## src/rtl/reflet_uart_pkg.sv

```systemverilog
// Definitions shared by the Reflet UART RX and TX blocks: FSM state encoding
// and the parameter sanity checks applied at elaboration.
package reflet_uart_pkg;

    typedef enum logic [2:0] {
        ST_IDLE      = 3'd0,
        ST_START     = 3'd1,
        ST_DATA      = 3'd2,
        ST_PARITY    = 3'd3,
        ST_STOP      = 3'd4,
        ST_WAIT_IDLE = 3'd5
    } uart_state_t;

    localparam int MIN_CLKS_PER_BIT = 4;

    function automatic bit clks_per_bit_ok(input int clks_per_bit);
        return clks_per_bit >= MIN_CLKS_PER_BIT;
    endfunction

    function automatic bit fifo_depth_ok(input int depth);
        return (depth >= 2) && ((depth & (depth - 1)) == 0);
    endfunction

endpackage

```

## src/rtl/reflet_sync_fifo.sv

```systemverilog
// First-word-fall-through synchronous FIFO used by both Reflet UART paths.
// Pointers carry one extra wrap bit so full and empty are distinguishable.
module reflet_sync_fifo
    import reflet_uart_pkg::*;
#(
    parameter int DATA_W = 8,
    parameter int DEPTH  = 4
) (
    input  logic              clk,
    input  logic              reset,
    input  logic              wr_en,
    input  logic [DATA_W-1:0] wr_data,
    input  logic              rd_en,
    output logic [DATA_W-1:0] rd_data,
    output logic              empty,
    output logic              full
);

    localparam int AW = $clog2(DEPTH);

    if (!fifo_depth_ok(DEPTH)) begin : g_bad_depth
        $error("reflet_sync_fifo: DEPTH must be a power of 2 and at least 2");
    end

    logic [DATA_W-1:0] mem [DEPTH];
    logic [AW:0]       wr_ptr;
    logic [AW:0]       rd_ptr;
    logic              do_rd;
    logic              do_wr;

    assign empty   = (wr_ptr == rd_ptr);
    assign full    = (wr_ptr[AW] != rd_ptr[AW]) && (wr_ptr[AW-1:0] == rd_ptr[AW-1:0]);
    assign do_rd   = rd_en && !empty;
    // A pop in the same cycle frees the slot a push into a full FIFO needs.
    assign do_wr   = wr_en && (!full || do_rd);
    assign rd_data = mem[rd_ptr[AW-1:0]];

    always_ff @(posedge clk or posedge reset) begin
        if (reset) begin
            wr_ptr <= '0;
            rd_ptr <= '0;
        end else begin
            if (do_wr) begin
                wr_ptr <= wr_ptr + (AW+1)'(1);
            end
            if (do_rd) begin
                rd_ptr <= rd_ptr + (AW+1)'(1);
            end
        end
    end

    always_ff @(posedge clk) begin
        if (do_wr) begin
            mem[wr_ptr[AW-1:0]] <= wr_data;
        end
    end

endmodule

```

## src/rtl/reflet_uart_rx_fifo.sv

```systemverilog
// Buffered UART receiver (8N1) for the Reflet MCU. Define REFLET_UART_RX_PARITY_EN
// to add a parity bit (8E1, or 8O1 with PARITY_ODD=1) and the parity_err flag.
module reflet_uart_rx_fifo
    import reflet_uart_pkg::*;
#(
    parameter int CLKS_PER_BIT = 16,
    parameter int FIFO_DEPTH   = 4,
    parameter int PARITY_ODD   = 0
) (
    input  logic       clk,
    input  logic       reset,
    input  logic       rx,
    input  logic       rd_en,
    input  logic       err_clr,
    output logic [7:0] data_out,
    output logic       data_valid,
    output logic       fifo_full,
    output logic       frame_err,
    output logic       overflow
`ifdef REFLET_UART_RX_PARITY_EN
    ,
    output logic       parity_err
`endif
);

    localparam int CW = (CLKS_PER_BIT > 1) ? $clog2(CLKS_PER_BIT) : 1;
    localparam logic [CW-1:0] HALF_LAST = CW'(CLKS_PER_BIT / 2 - 1);
    localparam logic [CW-1:0] BIT_LAST  = CW'(CLKS_PER_BIT - 1);

    if (!clks_per_bit_ok(CLKS_PER_BIT)) begin : g_bad_clks
        $error("reflet_uart_rx_fifo: CLKS_PER_BIT must be at least 4");
    end

    uart_state_t   state;
    logic [CW-1:0] cnt;
    logic [2:0]    bit_idx;
    logic [7:0]    shift;
    logic          rx_p0;
    logic          rx_p1;
    logic          rx_sync;
    logic          bit_tick;
    logic          byte_good;
    logic          push;
    logic          fifo_empty;

    // Synchronizer stage: rx is asynchronous; idle-high reset avoids a false start.
    always_ff @(posedge clk or posedge reset) begin
        if (reset) begin
            rx_p0 <= 1'b1;
            rx_p1 <= 1'b1;
        end else begin
            rx_p0 <= rx;
            rx_p1 <= rx_p0;
        end
    end

    assign rx_sync  = rx_p1;
    assign bit_tick = (cnt == BIT_LAST);

`ifdef REFLET_UART_RX_PARITY_EN
    logic parity_ok;
    logic parity_bad;
    assign parity_bad = ((^shift) ^ rx_sync) != PARITY_ODD[0];
    assign byte_good  = parity_ok;
`else
    logic unused_parity_odd;
    assign unused_parity_odd = PARITY_ODD[0];
    assign byte_good         = 1'b1;
`endif

    assign push = (state == ST_STOP) && bit_tick && rx_sync && byte_good;

    // Receive FSM and sticky flags: one counter is shared by every timed state.
    always_ff @(posedge clk or posedge reset) begin
        if (reset) begin
            state     <= ST_IDLE;
            cnt       <= '0;
            bit_idx   <= '0;
            frame_err <= 1'b0;
            overflow  <= 1'b0;
`ifdef REFLET_UART_RX_PARITY_EN
            parity_ok  <= 1'b1;
            parity_err <= 1'b0;
`endif
        end else begin
            // Clear first so an error raised in the same cycle still sets its flag.
            if (err_clr) begin
                frame_err <= 1'b0;
                overflow  <= 1'b0;
`ifdef REFLET_UART_RX_PARITY_EN
                parity_err <= 1'b0;
`endif
            end
            case (state)
                ST_IDLE: begin
                    if (!rx_sync) begin
                        state <= ST_START;
                        cnt   <= '0;
                    end
                end
                ST_START: begin
                    if (cnt == HALF_LAST) begin
                        cnt     <= '0;
                        bit_idx <= '0;
                        state   <= rx_sync ? ST_IDLE : ST_DATA;
                    end else begin
                        cnt <= cnt + CW'(1);
                    end
                end
                ST_DATA: begin
                    if (bit_tick) begin
                        cnt     <= '0;
                        bit_idx <= bit_idx + 3'd1;
                        if (bit_idx == 3'd7) begin
`ifdef REFLET_UART_RX_PARITY_EN
                            state <= ST_PARITY;
`else
                            state <= ST_STOP;
`endif
                        end
                    end else begin
                        cnt <= cnt + CW'(1);
                    end
                end
`ifdef REFLET_UART_RX_PARITY_EN
                ST_PARITY: begin
                    if (bit_tick) begin
                        cnt       <= '0;
                        parity_ok <= !parity_bad;
                        if (parity_bad) begin
                            parity_err <= 1'b1;
                        end
                        state <= ST_STOP;
                    end else begin
                        cnt <= cnt + CW'(1);
                    end
                end
`endif
                ST_STOP: begin
                    if (bit_tick) begin
                        cnt <= '0;
                        if (rx_sync) begin
                            state <= ST_IDLE;
                            if (byte_good && fifo_full && !rd_en) begin
                                overflow <= 1'b1;
                            end
                        end else begin
                            frame_err <= 1'b1;
                            state     <= ST_WAIT_IDLE;
                        end
                    end else begin
                        cnt <= cnt + CW'(1);
                    end
                end
                // A held-low line (break) must not be decoded as repeated bytes.
                ST_WAIT_IDLE: begin
                    if (rx_sync) begin
                        state <= ST_IDLE;
                    end
                end
                default: state <= ST_IDLE;
            endcase
        end
    end

    always_ff @(posedge clk) begin
        if ((state == ST_DATA) && bit_tick) begin
            shift <= {rx_sync, shift[7:1]};
        end
    end

    reflet_sync_fifo #(
        .DATA_W (8),
        .DEPTH  (FIFO_DEPTH)
    ) u_fifo (
        .clk     (clk),
        .reset   (reset),
        .wr_en   (push),
        .wr_data (shift),
        .rd_en   (rd_en),
        .rd_data (data_out),
        .empty   (fifo_empty),
        .full    (fifo_full)
    );

    assign data_valid = !fifo_empty;

endmodule

```

## config.mk

```make
export PLATFORM = sky130hd
export DESIGN_NAME = reflet_uart_rx_fifo
export DESIGN_NICKNAME = d
export VERILOG_FILES = /design/src/rtl/reflet_uart_pkg.sv /design/src/rtl/reflet_sync_fifo.sv /design/src/rtl/reflet_uart_rx_fifo.sv
export SDC_FILE = /design/constraint.sdc
export NUM_CORES = 1
export LEC_CHECK = 0
export ABC_CLOCK_PERIOD_IN_PS = 1800
export CORE_MARGIN = 3
export CORE_UTILIZATION = 49
export CTS_CLUSTER_DIAMETER = 100
export DETAILED_ROUTE_END_ITERATION = 6
export PLACE_DENSITY = 0.79
export SLEW_MARGIN = 20
export SYNTH_ARGS = -nofsm -noshare
export SYNTH_HDL_FRONTEND = slang
export SYNTH_SLANG_ARGS = --single-unit
```

## constraint.sdc

```tcl
create_clock -name clk -period 1.8 [get_ports clk]
set_input_delay 0.18 -clock clk [delete_from_list [all_inputs] [get_ports clk]]
set_output_delay 0.18 -clock clk [all_outputs]
set_load 0.03 [all_outputs]
```

==> flow_metrics.py, run 1 <==
metrics = {
    "outcome": {
        "status": "completed",
    },
    "final_layout": {
        "drive_gt1_frac": 0.358,
        "post-route-util": 0.681,
        "n_fill_cell": 323,
        "fin_nets": 220,
        "diodes": 0,
        "area_growth_syn_to_layout_pct": 30.2,
    },
    "clocking": {
        "insertion_delay_ps": 340,
        "cts_root_buf": "clkbuf_8",
        "cts_hold_buf": 0,
        "clkSinkCount": 60,
        "cts.path.max_buffers": 2,
        "clk_pin_slew_worst_paths_ps": 70,
        "h-tree-depth": 3,
        "cts_made_buffers": 9,
        "cts_tree": "yes",
    },
    "timing": {
        "fin_crit_sh": 0.988,
        "finClkSkew_ps": 10.7,
        "finalSetupViolations": 0,
        "tightest_slew_ps": 374,
        "final_hold_viol_count": 0,
        "finalCriticalPeriod_ps": 1780,
        "setup_ws_ps": 21.5,
        "rsz0062_at_grt": "yes",
        "drv_slew": 0,
        "maxSlewHeadroom": 0.747,
        "max_freq_mhz": 562,
    },
    "flow_run": {
        "cap_violations": 0,
    },
    "die": {
        "die-area_um2": 6110,
        "dieWidth_um": 78.2,
        "num_rows": 25,
        "ioPinCount": 17,
        "die_h_um": 78.2,
        "start_util": 0.523,
        "core_area_um2": 4880,
    },
    "worst_setup_path": {
        "arrival_ps": 1600,
        "path_depth": 3,
        "reg2reg_from": "cnt[0]",
        "cp_num_buf_inv": 2,
        "crit_type": "reg2out",
        "r2r_slack_ps": 50,
        "cpLargestDelayFamily": "multiplexers",
        "required_ps": 1620,
        "path_cells": "buf_12 > mux4_2 > buf_6",
        "cp-end-kind": "primary output",
        "rr_endpoint": "shift[5]",
        "worstPathMaxFanout": 8,
        "slowest_delay_ps": 520,
        "crit_slowest_cell": "mux4_2",
        "reg2regPathDepth": 6,
        "critPathLaunchType": "flop",
    },
    "pwr": {
        "p_switching_w": 0.000867,
        "vdd_drop_max_mv": 0.676,
        "power.share.clock": 0.401,
        "power_frac_comb": 0.134,
        "sequentialPowerShare": 0.465,
        "power-per-cell-area_nw_per_um2": 1090,
        "power.internal_w": 0.00277,
        "p_sw_frac": 0.238,
        "p_leak_nw": 1.28,
    },
    "synthesis": {
        "synth_adder_area_share": 0.0392,
        "async_flop_share": 0.333,
        "synth_edf_count": 40,
        "ys_types": 40,
        "synth-simple-area-share": 0.0755,
        "synth_top_family_by_area": "multiplexers",
        "ys.warnings.count": 0,
        "yosysSeqAreaShare": 0.668,
        "syn_area_um2": 2550,
        "synthMuxAreaShare": 0.0961,
        "synth_xor_area_frac": 0.0377,
        "synthesis.nets": 172,
        "synth-seq-cells": 60,
        "synth_flop_cell": "edfxtp_1",
        "synthCells": 159,
        "synth_area_per_cell_um2": 16.1,
        "synth_compound_area_frac": 0.0588,
    },
    "place": {
        "gp_congestion": 0.843,
        "pre_cts_slack_ps": -36.4,
        "port_buffers": 16,
        "hpwl_um": 3240,
    },
    "hold_path": {
        "min_path_type": "in2async",
    },
    "global_routing": {
        "antenna_found_initial": 0,
        "grt_pass1_wl_um": 7870,
        "grt_max_degree": 21,
        "grt_pass1_vias": 1559,
        "grt.total_usage": 0.176,
        "grt.overflow.total": 0,
    },
    "route": {
        "vias_per_cell": 5.58,
        "drtAntennaViolNets": 0,
        "wl_per_cell_um": 17.7,
        "first_iter_violations": 167,
        "drt_pre_antenna_iters": 4,
        "vias": 1556,
        "drc": 0,
        "routed_wl_um": 4940,
    },
}
state kept, by name, indices dropped and copies added, names as in the netlist:
signal	cells
overflow	1
u_fifo.rd_ptr	3
rx_p0	1
bit_idx	3
u_fifo.wr_ptr	3
frame_err	1
rx_p1	1
state	3
u_fifo.mem	32
cnt	4
shift	8
placed cells by master, fill, tap and decap left out, drive strengths merged, types with 2 or more instances in the layout:
cell	count
edfxtp	40
buf	36
dfrtp	18
clkbuf	10
mux4	8
ha	8
xnor2	8
nand3	7
inv	7
nand2	6
clkdlybuf4s50	6
mux2	4
a31oi	4
clkinvlp	4
nor2	4
and3	3
xor2	3
and2	3
o21ai	3
o22ai	3
bufinv	3
mux2i	2
nor3	2
nor2b	2
dfstp	2
a211oi	2
a21boi	2
area by class of cell:
class	count	area [µm²]	area share
clock buffers	10	128	0.0384
repair buffers	42	427	0.128
inverters	8	33.8	0.0102
well taps	67	83.8	0.0252
flip-flops and latches	60	1710	0.513
multi-input cells	86	835	0.251
clock inverters	6	113	0.0339
stage by stage:
stage | instance area, µm² | cells | hold slack (ps) | TNS (ps) | power (W)
2_1_floorplan | 2560 | 159 | 142 | -228 | 0.00200
3_3_place_gp | 2980 | 258 | 346 | 0 | 0.00211
3_5_place_dp | 2980 | 258 | 347 | -753 | 0.00216
4_1_cts | 3190 | 274 | 154 | 0 | 0.00361
5_1_grt | 3320 | 279 | 181 | -1080 | 0.00379
6_report | 3320 | 279 | 166 | 0 | 0.00364
cell families after synthesis:
family,Yosys count
compound gates,20
xor+xnor,11
fa+ha+maj,8
buf+inv,13
flops,60
mux,14
simple gates,33
tightest hold or removal path, stage by stage:
cell and delay (ps):
clkdlybuf4s50_1 390, inv_1 50, buf_4 270
Yosys cell counts (all sizes together) (2+ instances only):
| library cell | count | area (µm²) |
|---|---|---|
| inv | 8 | 30.0 |
| nand3 | 7 | 35.0 |
| ha | 8 | 100 |
| buf | 5 | 33.8 |
| o21ai | 3 | 15.0 |
| o22ai | 3 | 18.8 |
| mux2 | 4 | 45.0 |
| dfrtp | 18 | 450 |
| nor2 | 4 | 17.5 |
| edfxtp | 40 | 1200 |
| xnor2 | 8 | 70.1 |
| a31oi | 4 | 25.0 |
| mux2i | 2 | 20.0 |
| mux4 | 8 | 180 |
| dfstp | 2 | 52.6 |
| nand2 | 6 | 22.5 |
| xor2 | 3 | 26.3 |
| nor3 | 2 | 10.0 |
| and3 | 3 | 18.8 |
| a21boi | 2 | 15.0 |
| and2 | 3 | 18.8 |
| nor2b | 2 | 12.5 |
| a211oi | 2 | 27.5 |
how the worst max path moves through the flow:
stage,startpoint,endpoint,slack (ps)
after floorplan,cnt[0],u_fifo.mem[2][0],-9
after global placement,u_fifo.rd_ptr[0],data_out[5],1
after detailed placement,u_fifo.rd_ptr[1],u_fifo.mem[2][7],-40
after CTS,state[0],cnt[3],0.3
after global routing,cnt[0],shift[4],-60
final,u_fifo.rd_ptr[0],data_out[7],20
power groups by stage:
stage / clock network (W) / registers (W) / logic (W)
2_1_floorplan: 0 / 0.00170 / 0.000297
3_3_place_gp: 0 / 0.00171 / 0.000402
3_5_place_dp: 0 / 0.00172 / 0.000443
4_1_cts: 0.00148 / 0.00169 / 0.000445
5_1_grt: 0.00155 / 0.00171 / 0.000534
6_report: 0.00146 / 0.00169 / 0.000486
metal layers:
metal  global-route usage  up-vias  wire length [µm]
met5                    0        -                 0
met4                0.114        0               176
met3               0.0459       22               185
met2                0.297       57              2630
met1                0.197      778              1950
li1                     -      699                 -
what timing repair did:
| item | CTS | global route |
|---|---|---|
| pin swaps | 1 | 2 |
| buffers inserted | 0 | 5 |
| setup endpoints to repair | 35 | 47 |
| gates resized for setup | 42 | 32 |
Power figures use the tool's default switching activity.
==> inputs of run 2 (changes only) <==
--- a/config.mk
+++ b/config.mk
@@ -10,7 +10,7 @@
 export CORE_UTILIZATION = 49
 export CTS_CLUSTER_DIAMETER = 100
 export DETAILED_ROUTE_END_ITERATION = 6
-export PLACE_DENSITY = 0.79
+export PLACE_DENSITY = 0.71
 export SLEW_MARGIN = 20
 export SYNTH_ARGS = -nofsm -noshare
 export SYNTH_HDL_FRONTEND = slang
==> run 2 against run 1 <==
Against the previous run: total power is 5.5% lower; critical path depth rose by 3; via count decreased by 4.5%; highest routed layer unchanged; routed wire length fell by 7.3%; combinational power is 13% lower; critical path type unchanged; largest cell class unchanged; clock skew shrank 7.3 ps; critical endpoint is now fifo_full.
==> flow_metrics.py, run 2 (synthesis gave the netlist of run 1 again) <==
metrics = {
    "final_layout": {
        "fin_area_um2": 3290,
        "drive_gt1_frac": 0.357,
        "area_growth_syn_to_layout_pct": 28.7,
        "fin_nets": 218,
        "diodes": 0,
        "n_fill_cell": 342,
        "post-route-util": 0.673,
        "largest_register_ffs": 32,
        "stdcell_count": 277,
        "layout_common_cells": "40 x edfxtp_1, 20 x buf_4, 18 x dfrtp_1, 10 x clkbuf_8",
        "final_common_cell": "edfxtp_1",
    },
    "place": {
        "hpwl_um": 3160,
        "dp.cells": 260,
        "gp_congestion": 0.993,
        "place_area_um2": 3010,
        "port_buffers": 16,
    },
    "clocking": {
        "clk_pin_slew_worst_paths_ps": 60,
        "cts_root_buf": "clkbuf_8",
        "insertion_delay_ps": 330,
        "cts.path.max_buffers": 2,
        "cts_made_buffers": 9,
        "cts_tree": "yes",
        "clkSinkCount": 60,
        "h-tree-depth": 3,
    },
    "worst_setup_path": {
        "crit_type": "reg2out",
        "cp-end-kind": "primary output",
        "crit_path_start": "u_fifo.rd_ptr[0]",
        "critPathLaunchType": "flop",
        "rr_endpoint": "bit_idx[2]",
        "worstPathMaxFanout": 3,
        "reg2regPathDepth": 4,
        "arrival_ps": 1570,
        "r2r_slack_ps": 80,
        "required_ps": 1620,
        "reg2reg_from": "state[1]",
    },
    "route": {
        "wl_per_cell_um": 16.5,
        "vias_per_cell": 5.36,
        "first_iter_violations": 103,
        "drc": 0,
        "vias": 1486,
        "drtAntennaViolNets": 0,
        "drt_pre_antenna_iters": 4,
        "routed_wl_um": 4580,
    },
    "timing": {
        "final_hold_viol_count": 0,
        "finalSetupViolations": 0,
        "tightest_slew_ps": 368,
        "drv_slew": 0,
        "finClkSkew_ps": 3.42,
        "maxSlewHeadroom": 0.755,
        "rsz0062_at_grt": "yes",
        "fin_crit_sh": 0.974,
        "finalCriticalPeriod_ps": 1750,
        "max_freq_mhz": 570,
    },
    "pwr": {
        "finalPower_w": 0.00344,
        "p_leak_nw": 1.28,
        "sequentialPowerShare": 0.495,
        "p_switching_w": 0.000799,
        "power_frac_comb": 0.123,
        "power.share.clock": 0.382,
        "vdd_drop_max_mv": 0.680,
        "p_sw_frac": 0.232,
        "power-per-cell-area_nw_per_um2": 1050,
        "power.internal_w": 0.00264,
    },
    "die": {
        "die_h_um": 78.2,
        "dieWidth_um": 78.2,
        "core_area_um2": 4880,
        "num_rows": 25,
        "die-area_um2": 6110,
        "start_util": 0.523,
        "ioPinCount": 17,
    },
    "flow_run": {
        "cap_violations": 0,
    },
    "global_routing": {
        "grt_pass1_vias": 1563,
        "grt.overflow.total": 0,
        "grt_max_degree": 21,
        "grt.total_usage": 0.166,
        "antenna_found_initial": 0,
        "grt_pass1_wl_um": 7570,
    },
    "outcome": {
        "status": "completed",
    },
    "hold_path": {
        "min_path_type": "in2async",
    },
}
[run 2: worst max-delay path: stages, from the launching register on]
cell and delay (ps):
dfrtp_1 420, buf_4 180, xnor2_4 150, buf_4 130, nand2_1 70, nor2_1 110, buf_4 170
[run 2: how the worst max path moves through the flow]
| stage | to | depth (start not counted) |
|---|---|---|
| floorplan | u_fifo.mem[2][0] | 5 |
| global placement | data_out[5] | 3 |
| detailed placement | data_out[3] | 3 |
| CTS | u_fifo.mem[2][7] | 6 |
| global route | fifo_full | 6 |
| finish | fifo_full | 6 |
[run 2: what timing repair did]
action                                  in CTS  in global routing
endpoints found under the setup margin      20                 46
pin swaps                                    0                  1
hold buffers                                 0                  0
gates resized for setup                     41                 30
buffers inserted                             0                  1
[run 2: stage by stage]
stage	hold slack, ps	worst slack (ps)	setup TNS, ps
final	175	47.0	0
after global routing	231	-41.2	-64.5
after CTS	174	7.35	0
after detailed placement	348	-38.6	-215
after global placement	348	-18.6	-73.0
after floorplan	142	-9.50	-228
[run 2: power by group through the flow]
stage          Clock, W  Combinational [W]  Sequential [W]
5_1_grt         0.00141           0.000473         0.00171
6_report        0.00131           0.000422         0.00170
2_1_floorplan         0           0.000297         0.00170
3_5_place_dp          0           0.000402         0.00174
3_3_place_gp          0           0.000377         0.00172
4_1_cts         0.00135           0.000404         0.00171
[run 2: routing by layer]
layer,part of all wire,global-route usage
met1,0.39,0.190
met2,0.55,0.286
met3,0.041,0.0378
met4,0.019,0.0944
met5,0,0
[run 2: cell type report]
cell class | instances | area [µm²] | area share
inverters | 8 | 30.0 | 0.00914
well taps | 67 | 83.8 | 0.0255
multi-input cells | 86 | 836 | 0.254
clock buffers | 12 | 145 | 0.0442
repair buffers | 40 | 414 | 0.126
flip-flops and latches | 60 | 1700 | 0.519
clock inverters | 4 | 72.6 | 0.0221
